<file path="src/rtl/fib_pkg.sv">
// Shared widths, FSM encoding and 7-segment patterns for the Fibonacci BCD display.
package fib_pkg;

  localparam int unsigned BIN_W      = 16;
  localparam int unsigned BCD_DIGITS = 5;
  localparam int unsigned BCD_W      = 4 * BCD_DIGITS;
  localparam int unsigned SEG_W      = 7;
  localparam int unsigned ITER_W     = $clog2(BIN_W);
  localparam int unsigned IDX_W      = $clog2(BCD_DIGITS);

  typedef enum logic {
    IDLE  = 1'b0,
    SHIFT = 1'b1
  } state_t;

  // Active-high {g,f,e,d,c,b,a} patterns.
  localparam logic [SEG_W-1:0] SEG_0     = 7'h3F;
  localparam logic [SEG_W-1:0] SEG_1     = 7'h06;
  localparam logic [SEG_W-1:0] SEG_2     = 7'h5B;
  localparam logic [SEG_W-1:0] SEG_3     = 7'h4F;
  localparam logic [SEG_W-1:0] SEG_4     = 7'h66;
  localparam logic [SEG_W-1:0] SEG_5     = 7'h6D;
  localparam logic [SEG_W-1:0] SEG_6     = 7'h7D;
  localparam logic [SEG_W-1:0] SEG_7     = 7'h07;
  localparam logic [SEG_W-1:0] SEG_8     = 7'h7F;
  localparam logic [SEG_W-1:0] SEG_9     = 7'h6F;
  localparam logic [SEG_W-1:0] SEG_BLANK = 7'h00;

endpackage

</file>
<file path="src/rtl/fib_bcd_display_if.sv">
// Load/result/display bundle between the Fibonacci datapath side and the BCD display block.
interface fib_bcd_display_if;

  logic                            load;
  logic [fib_pkg::BIN_W-1:0]       bin_in;
  logic                            busy;
  logic                            done;
  logic                            valid;
  logic [fib_pkg::BCD_W-1:0]       bcd_out;
  logic [fib_pkg::SEG_W-1:0]       seg;
  logic [fib_pkg::BCD_DIGITS-1:0]  an;

  modport master (
    output load, bin_in,
    input  busy, done, valid, bcd_out, seg, an
  );

  modport slave (
    input  load, bin_in,
    output busy, done, valid, bcd_out, seg, an
  );

endinterface

</file>
<file path="src/rtl/bcd_to_7seg.sv">
// Combinational BCD digit to active-high 7-segment decoder; codes 10-15 decode to blank.
module bcd_to_7seg
  import fib_pkg::*;
(
  input  logic [3:0]       digit,
  output logic [SEG_W-1:0] seg_c
);

  always_comb begin
    seg_c = SEG_BLANK;
    case (digit)
      4'd0:    seg_c = SEG_0;
      4'd1:    seg_c = SEG_1;
      4'd2:    seg_c = SEG_2;
      4'd3:    seg_c = SEG_3;
      4'd4:    seg_c = SEG_4;
      4'd5:    seg_c = SEG_5;
      4'd6:    seg_c = SEG_6;
      4'd7:    seg_c = SEG_7;
      4'd8:    seg_c = SEG_8;
      4'd9:    seg_c = SEG_9;
      default: seg_c = SEG_BLANK;
    endcase
  end

endmodule

</file>
<file path="src/rtl/fib_bcd_display.sv">
// Captures a 16-bit result, converts it to BCD by sequential double-dabble and
// scans the buffered digits onto a multiplexed 5-digit 7-segment display.
module fib_bcd_display
  import fib_pkg::*;
#(
  parameter int unsigned REFRESH_BITS   = 16,
  parameter bit          SEG_ACTIVE_LOW = 1'b1
)(
  input logic               clk,
  input logic               reset,
  fib_bcd_display_if.slave  bus
);

  state_t                   state;
  logic [BIN_W-1:0]         shift_q;
  logic [BCD_W-1:0]         scratch_q;
  logic [ITER_W-1:0]        iter_q;
  logic                     busy_q;
  logic                     done_q;
  logic                     valid_q;
  logic [BCD_W-1:0]         bcd_q;
  logic [REFRESH_BITS-1:0]  refresh_q;
  logic [IDX_W-1:0]         idx_q;
  logic [SEG_W-1:0]         seg_q;
  logic [BCD_DIGITS-1:0]    an_q;

  logic [BCD_W-1:0]         adj_c;
  logic [BCD_W-1:0]         scratch_nx_c;
  logic [BIN_W-1:0]         shift_nx_c;
  logic [3:0]               digit_c;
  logic [BCD_DIGITS-1:0]    lead_c;
  logic                     shown_c;
  logic [SEG_W-1:0]         dec_c;
  logic [SEG_W-1:0]         seg_nx_c;
  logic [BCD_DIGITS-1:0]    an_nx_c;

  // One double-dabble iteration: add 3 to every digit >= 5, then shift left.
  always_comb begin
    adj_c = scratch_q;
    for (int i = 0; i < int'(BCD_DIGITS); i++) begin
      if (scratch_q[4*i +: 4] >= 4'd5) adj_c[4*i +: 4] = scratch_q[4*i +: 4] + 4'd3;
    end
    {scratch_nx_c, shift_nx_c} = {adj_c, shift_q} << 1;
  end

  // Selected digit and leading-zero mask; lead_c[i] means some digit >= i is nonzero.
  always_comb begin
    digit_c = '0;
    lead_c  = '0;
    for (int i = int'(BCD_DIGITS) - 1; i >= 0; i--) begin
      if (idx_q == IDX_W'(i)) digit_c = bcd_q[4*i +: 4];
      if (i == int'(BCD_DIGITS) - 1) lead_c[i] = |bcd_q[4*i +: 4];
      else                           lead_c[i] = lead_c[i+1] | (|bcd_q[4*i +: 4]);
    end
    lead_c[0] = 1'b1;
    shown_c   = valid_q & lead_c[idx_q];
  end

  bcd_to_7seg u_dec (
    .digit (digit_c),
    .seg_c (dec_c)
  );

  always_comb begin
    seg_nx_c = shown_c ? dec_c : SEG_BLANK;
    an_nx_c  = BCD_DIGITS'(1) << idx_q;
    if (SEG_ACTIVE_LOW) begin
      seg_nx_c = ~seg_nx_c;
      an_nx_c  = ~an_nx_c;
    end
  end

  // Conversion FSM and result buffer.
  always_ff @(posedge clk) begin
    if (!reset) begin
      state     <= IDLE;
      shift_q   <= '0;
      scratch_q <= '0;
      iter_q    <= '0;
      busy_q    <= 1'b0;
      done_q    <= 1'b0;
      valid_q   <= 1'b0;
      bcd_q     <= '0;
    end else begin
      done_q <= 1'b0;
      case (state)
        IDLE: begin
          if (bus.load) begin
            shift_q   <= bus.bin_in;
            scratch_q <= '0;
            iter_q    <= '0;
            busy_q    <= 1'b1;
            state     <= SHIFT;
          end
        end
        SHIFT: begin
          scratch_q <= scratch_nx_c;
          shift_q   <= shift_nx_c;
          iter_q    <= iter_q + ITER_W'(1);
          if (iter_q == ITER_W'(BIN_W - 1)) begin
            bcd_q   <= scratch_nx_c;
            done_q  <= 1'b1;
            valid_q <= 1'b1;
            busy_q  <= 1'b0;
            state   <= IDLE;
          end
        end
        default: state <= IDLE;
      endcase
    end
  end

  // Refresh scan; seg/an register the digit selected by the current index.
  always_ff @(posedge clk) begin
    if (!reset) begin
      refresh_q <= '0;
      idx_q     <= '0;
      seg_q     <= SEG_ACTIVE_LOW ? ~SEG_BLANK : SEG_BLANK;
      an_q      <= SEG_ACTIVE_LOW ? ~BCD_DIGITS'(1) : BCD_DIGITS'(1);
    end else begin
      refresh_q <= refresh_q + REFRESH_BITS'(1);
      if (&refresh_q) idx_q <= (idx_q == IDX_W'(BCD_DIGITS - 1)) ? '0 : idx_q + IDX_W'(1);
      seg_q <= seg_nx_c;
      an_q  <= an_nx_c;
    end
  end

  assign bus.busy    = busy_q;
  assign bus.done    = done_q;
  assign bus.valid   = valid_q;
  assign bus.bcd_out = bcd_q;
  assign bus.seg     = seg_q;
  assign bus.an      = an_q;

endmodule

</file>
<file path="src/flat_wrapper.sv">
// flat-port wrapper written by rule: the top's interface ports become plain ports
module fib_bcd_display_flat import fib_pkg::*;
#(
  parameter int unsigned REFRESH_BITS   = 16,
  parameter bit          SEG_ACTIVE_LOW = 1'b1
)
  (clk, reset, bus_load, bus_bin_in, bus_busy, bus_done, bus_valid, bus_bcd_out, bus_seg, bus_an);
  fib_bcd_display_if bus_i ();
  input logic clk;
  input logic reset;
  input wire logic [$bits(bus_i.load)-1:0] bus_load;
  input wire logic [$bits(bus_i.bin_in)-1:0] bus_bin_in;
  output wire logic [$bits(bus_i.busy)-1:0] bus_busy;
  output wire logic [$bits(bus_i.done)-1:0] bus_done;
  output wire logic [$bits(bus_i.valid)-1:0] bus_valid;
  output wire logic [$bits(bus_i.bcd_out)-1:0] bus_bcd_out;
  output wire logic [$bits(bus_i.seg)-1:0] bus_seg;
  output wire logic [$bits(bus_i.an)-1:0] bus_an;
  assign bus_i.load = bus_load;
  assign bus_i.bin_in = bus_bin_in;
  assign bus_busy = bus_i.busy;
  assign bus_done = bus_i.done;
  assign bus_valid = bus_i.valid;
  assign bus_bcd_out = bus_i.bcd_out;
  assign bus_seg = bus_i.seg;
  assign bus_an = bus_i.an;
  fib_bcd_display #(.REFRESH_BITS(REFRESH_BITS), .SEG_ACTIVE_LOW(SEG_ACTIVE_LOW)) u_core (.clk(clk), .reset(reset), .bus(bus_i));
endmodule
</file>
<file path="config.mk">
export PLATFORM = sky130hd
export DESIGN_NAME = fib_bcd_display_flat
export DESIGN_NICKNAME = d
export VERILOG_FILES = /design/src/rtl/fib_pkg.sv /design/src/rtl/fib_bcd_display_if.sv /design/src/rtl/bcd_to_7seg.sv /design/src/rtl/fib_bcd_display.sv /design/src/flat_wrapper.sv
export SDC_FILE = /design/constraint.sdc
export NUM_CORES = 1
export LEC_CHECK = 0
export ABC_AREA = 1
export CAP_MARGIN = 40
export CORE_MARGIN = 4
export CORE_UTILIZATION = 42
export DETAILED_ROUTE_END_ITERATION = 8
export GPL_TIMING_DRIVEN = 0
export HOLD_SLACK_MARGIN = 0.02
export PLACE_DENSITY = 0.72
export SYNTH_ARGS = -nofsm -noshare
export SYNTH_HDL_FRONTEND = slang
export SYNTH_SLANG_ARGS = --single-unit
</file>
<file path="constraint.sdc">
create_clock -name clk -period 2.8 [get_ports clk]
set_input_delay 0.84 -clock clk [delete_from_list [all_inputs] [get_ports clk]]
set_output_delay 0.84 -clock clk [all_outputs]
set_load 0.03 [all_outputs]
</file>
* Yosys cells after proc, flatten, opt, wreduce, memory -nomap -nowiden
Memory sizes are Yosys's and may differ from the RTL's. Index checks and enable logic that the tools add are counted.
Word-level totals: flip-flop bits (word level) 95, bits in read-only memories 112, bits of input ports 19, output and inout port bits 35, word-level logic and storage cells 78, memories kept 1
Cells by class: $add $sub $neg 8, $lt $le $gt $ge 6, eq/ne operators 7, shift-type cells 1, multiplexer cells 27, bitwise logic cells 7, reductions and logical operators 9
Memories:
- (name not given) | words 16, bits a word 7, rd ports 1, clocked after memory_dff 0, wr ports 0, line bcd_to_7seg.sv:11 | case (digit)
Operators with widths (number):
- $mux W4 | 10
- $pmux W20 S2 | 1
- $pmux W16 S2 | 1
- $ge A4 B3 Y1 const B | 5
- $mux W20 | 1
- $add A16 B1 Y16 const B | 1
- $add A4 B2 Y4 const B | 4
- $mux W16 | 1
- $reduce_and A16 Y1 | 1
- $reduce_or A4 Y1 | 4
- $pmux W4 S2 | 1
- $mux W7 | 1
- $not A7 Y7 | 1
- $eq A3 B2 Y1 const B | 2
- $mux W1 | 6
- $mux W3 | 2
- $reduce_and A2 Y1 | 3
- $not A5 Y5 | 1
- $shl A1 B3 Y5 const A | 1
- $add A4 B1 Y4 const B | 1
- $eq A4 B4 Y1 const B | 1
- $lt A3 B4 Y1 const B | 1
- $ne A2 B2 Y1 const B | 2
- $pmux W1 S2 | 2
- other kinds (9) | 11

* Depth between registers and ports, before layout
word-level depth 9, depth in mapped cells 15, depth with buffers taken out 15

* Hierarchy
A second synthesis with hierarchy kept.
Unflattened totals: cells, all modules 688, area, all modules 4770.8 µm²
Modules (own cells, without submodules):
- fib_bcd_display | times used 1, cells each 649, area each 4560.6 µm², seq. area each 1901.8 µm²
- bcd_to_7seg | times used 1, cells each 39, area each 210.2 µm², seq. area each 0.0 µm²

* Worst setup path after synthesis
Ideal clock, no wire load.
kind reg2reg, start point register u_core.idx_q[0], end point register u_core.seg_q[6], in the netlist u_core.bus.seg[6], library setup time 121 ps, arrival 1840 ps, data required time 2679 ps, setup slack 840 ps, cell stages (with the launch flop) 15, path buffers 0, period minus slack after synthesis 1960 ps, cell sequence dfxtp_1 ha_1 ha_1 inv_1 nand2_1 o21ai_0 nand2_1 nand2_1 a21oi_1 inv_1 ha_1 inv_1 nand2_1 nand3_1 nand2_1
On the way: word-level cells in the longest chain between the ends 9, elaborated cells on any way between the ends 16, classes of those cells eq/ne (4); mux (8); bitwise (2); reduce/logical (1); memory (1)
RTL lines:
- start: declaration | line fib_bcd_display.sv:23 | logic [IDX_W-1:0] idx_q;
- start signal: assignment | line fib_bcd_display.sv:122 | if (&refresh_q) idx_q <= (idx_q == IDX_W'(BCD_DIGITS - 1)) ? '0 : idx_q + IDX_W'(1);
- $eq A3 B3 Y1 | line fib_bcd_display.sv:51 | if (idx_q == IDX_W'(i)) digit_c = bcd_q[4*i +: 4];
- $mux W4 (5 in series) | line fib_bcd_display.sv:51
- $mem_v2 Z16 W7
- $mux W7 * | line fib_bcd_display.sv:65 | seg_nx_c = shown_c ? dec_c : SEG_BLANK;
- $not A7 Y7 * | line fib_bcd_display.sv:68 | seg_nx_c = ~seg_nx_c;
- end signal: assignment | line fib_bcd_display.sv:118 | seg_q <= SEG_ACTIVE_LOW ? ~SEG_BLANK : SEG_BLANK;
- end signal: assignment | line fib_bcd_display.sv:123 | seg_q <= seg_nx_c;
- end: declaration | line fib_bcd_display.sv:24 | logic [SEG_W-1:0] seg_q;
Every way passes the cells marked *; elsewhere a longest branch is shown, timed or not. The select of a mux whose other input is x is not followed. A chain may end at the register's enable or synchronous reset.

* Final worst setup path
Same ends and word-level chain as after synthesis.

==> impl_metrics.json <==
{
  "cp-start-kind": "flip-flop",
  "firstDrtPassIters": 4,
  "cts.sinks": 95,
  "nFillCells": 1061,
  "cp_data_arrival_time_ns": 2.61,
  "yosysWarnings": 0,
  "routedWlPerCell_um": 12.8,
  "synth_fp_nets": 673,
  "min_period_ns": 2.36,
  "min_period_over_period": 0.841,
  "drive_above_1_share": 0.0829,
  "chipHeight_um": 113,
  "clock_path_buffers": 2,
  "num_io_pins": 54,
  "worstMarginPinSlew_ns": 0.585,
  "reg2reg_to": "u_core.bus.seg[6]",
  "drv_slew": 0,
  "areaGrowthSynthToFinish_pct": 20.5,
  "rsz0062_at_grt": "false",
  "num_rows": 37,
  "total_leakage_power_nw": 2.38,
  "synth_largest_area_cell": "dfxtp_1",
  "ir_drop_mv": 0.267,
  "holdCritStartpoint": "u_core.shift_q[0]",
  "syn_area_um2": 4610,
  "cts_setup_buffers": 0,
  "total_power_mw": 2.65,
  "slew_headroom": 0.610,
  "diodes": 0,
  "hold-path-endpoint": "u_core.shift_q[0]",
  "register_area_um2": 1900,
  "r2r_start": "u_core.idx_q[0]",
  "die_w_um": 113,
  "ff2ff_path_depth": 14,
  "cap_violations": 0,
  "track_usage": 0.174,
  "fin_setup_tns_ns": 0,
  "synth_top_area_share": 0.412,
  "cts_buffers": 9,
  "synth-async-reset-ratio": 0,
  "cts_tree": "yes",
  "place_area_um2": 5300,
  "grt_overflow_total": 0,
  "grt_pass1_vias": 4003,
  "crit_fanout": 7,
  "dp_hpwl_um": 8200,
  "dieArea_um2": 12700,
  "crit_type": "flip-flop to flip-flop",
  "grt_start_max_net_pins": 17,
  "skew_ns": 0.0119,
  "postSynthAreaPerCell_um2": 7.30,
  "r2r_slack_ns": 0.44,
  "end_kind": "flip-flop",
  "antenna_found_initial": 0,
  "grt_pass1_wl_um": 18300,
  "synth_seq_area_share": 0.412,
  "htreeDepth": 3,
  "status": "completed",
  "clkTransAtPathRegs_ns": 0.09,
  "hold_buffers": 0,
  "viasPerCell": 4.92,
  "drc_errors": 0,
  "hp-class": "flip-flop to flip-flop",
  "multi_input_area_um2": 2230,
  "vias": 4111,
  "finalHoldViolCount": 0,
  "cts_resized": 0,
  "design_area_um2": 5560,
  "port_buffers": 52,
  "yosys-top-cells-area": "dfxtp_1, nand2_1, inv_1",
  "required_ns": 3.05,
  "cts_root_buf": "clkbuf_8",
  "coreArea_um2": 10500,
  "gp_congestion": 0.895,
  "hold_depth": 2,
  "synth_cell_types": 37,
  "drt_iter0_drc": 196,
  "synth.most_common_cell": "nand2_1",
  "synthTopCellsByCount": "nand2_1, inv_1, dfxtp_1, a21oi_1, o21ai_0",
  "setup_viol": 0,
  "worstSkewPairLatency_ns": 0.37,
  "max_clock_freq_mhz": 425,
  "p_per_area_nw_per_um2": 478,
  "postRouteWirelength_um": 10700,
  "final_nets": 736,
  "synth-seq-cells": 95,
  "syn-instance-count": 632,
  "synth-edff-count": 0,
  "postRouteAntennaNets": 0,
  "synth_ff_type": "dfxtp_1",
  "start_util": 0.439
}
final cells by class:
cell class | instances | share of cell area
tap | 136 | 0.0306
inverter | 105 | 0.0709
sequential | 95 | 0.342
multi-input combinational | 411 | 0.401
timing repair buffer | 52 | 0.0937
clock buffer | 10 | 0.0248
clock inverter | 6 | 0.0209
buffer | 21 | 0.0158
stage by stage:
stage          hold slack [ns]  instances   util  setup slack (ns)
6_report                 0.471        836  0.529             0.445
5_1_grt                  0.498        836  0.529             0.182
4_1_cts                  0.471        836  0.529             0.425
3_5_place_dp             0.454        820  0.505             0.193
3_3_place_gp             0.429        820  0.505             0.205
2_1_floorplan            0.418        632      -             0.840
power by group:
part           leakage [nW]  switching, mW  internal [mW]  total, mW
registers             0.769         0.0115           1.37       1.38
logic                  1.48         0.0914         0.0549      0.146
clock network         0.127          0.501          0.624       1.12
total                  2.38          0.604           2.05       2.65
critical path, cell delays in order (launching register included):
cell and delay [ns]:
dfxtp_1 0.42, ha_1 0.18, ha_1 0.31, inv_1 0.11, nand2_1 0.07, o21ai_0 0.07
nand2_1 0.07, nand2_1 0.05, a21oi_1 0.37, inv_1 0.13, ha_1 0.22, inv_1 0.05
nand2_1 0.06, nand3_1 0.08, nand2_1 0.05
worst max path at each step:
stage	start	to	slack, ns	cells after the start
floorplan	u_core.idx_q[0]	u_core.bus.seg[6]	0.84	14
global placement	reset	u_core.bus.an[1]	0.21	4
detailed placement	reset	u_core.scratch_q[3]	0.19	5
CTS	u_core.idx_q[0]	u_core.bus.seg[5]	0.42	14
global route	u_core.idx_q[0]	u_core.bus.seg[6]	0.18	14
finish	u_core.idx_q[0]	u_core.bus.seg[6]	0.44	14
routing by layer:
layer	routed length, um	vias up	global-route usage
met5	0	-	0
met4	196	0	0.0545
met3	551	19	0.0401
met2	5130	98	0.295
met1	4810	1861	0.219
li1	-	2133	-
cell families (layout without fill, tap and decap cells):
kind of cell,Yosys count,count (layout),synth area share
adders and majority gates,22,22,0.0597
buffers and inverters,126,194,0.104
DFF,95,95,0.412
AOI/OAI and AO/OA,123,123,0.150
and+or+nand+nor,254,254,0.251
xor gates and xnor gates,12,12,0.0228
sequential cells by signal, indices dropped and copies added, names as in the netlist:
signal              flops
u_core.bus.bcd_out     20
u_core.scratch_q       20
u_core.refresh_q       16
u_core.shift_q         16
u_core.bus.seg          7
u_core.bus.an           5
u_core.iter_q           4
u_core.idx_q            3
u_core.bus.busy         1
u_core.bus.done         1
u_core.bus.valid        1
u_core.state            1
cell usage in the layout (no fill, tap or decap), drive strengths merged:
| cell type | n |
|---|---|
| nor3 | 6 |
| xor2 | 12 |
| inv | 106 |
| nor3b | 1 |
| nand2 | 165 |
| a21oi | 55 |
| nand3 | 38 |
| o21a | 2 |
| dfxtp | 95 |
| o22ai | 3 |
| a22oi | 6 |
| clkdlybuf4s50 | 52 |
| nand4 | 6 |
| bufinv | 3 |
| ha | 22 |
| o21ai | 50 |
| a211oi | 2 |
| nor4 | 1 |
| buf | 6 |
| nor2 | 32 |
| o211ai | 5 |
| or2 | 5 |
| clkbuf | 25 |
| clkinv | 2 |
No activity file was read; power rests on OpenSTA's default activity.
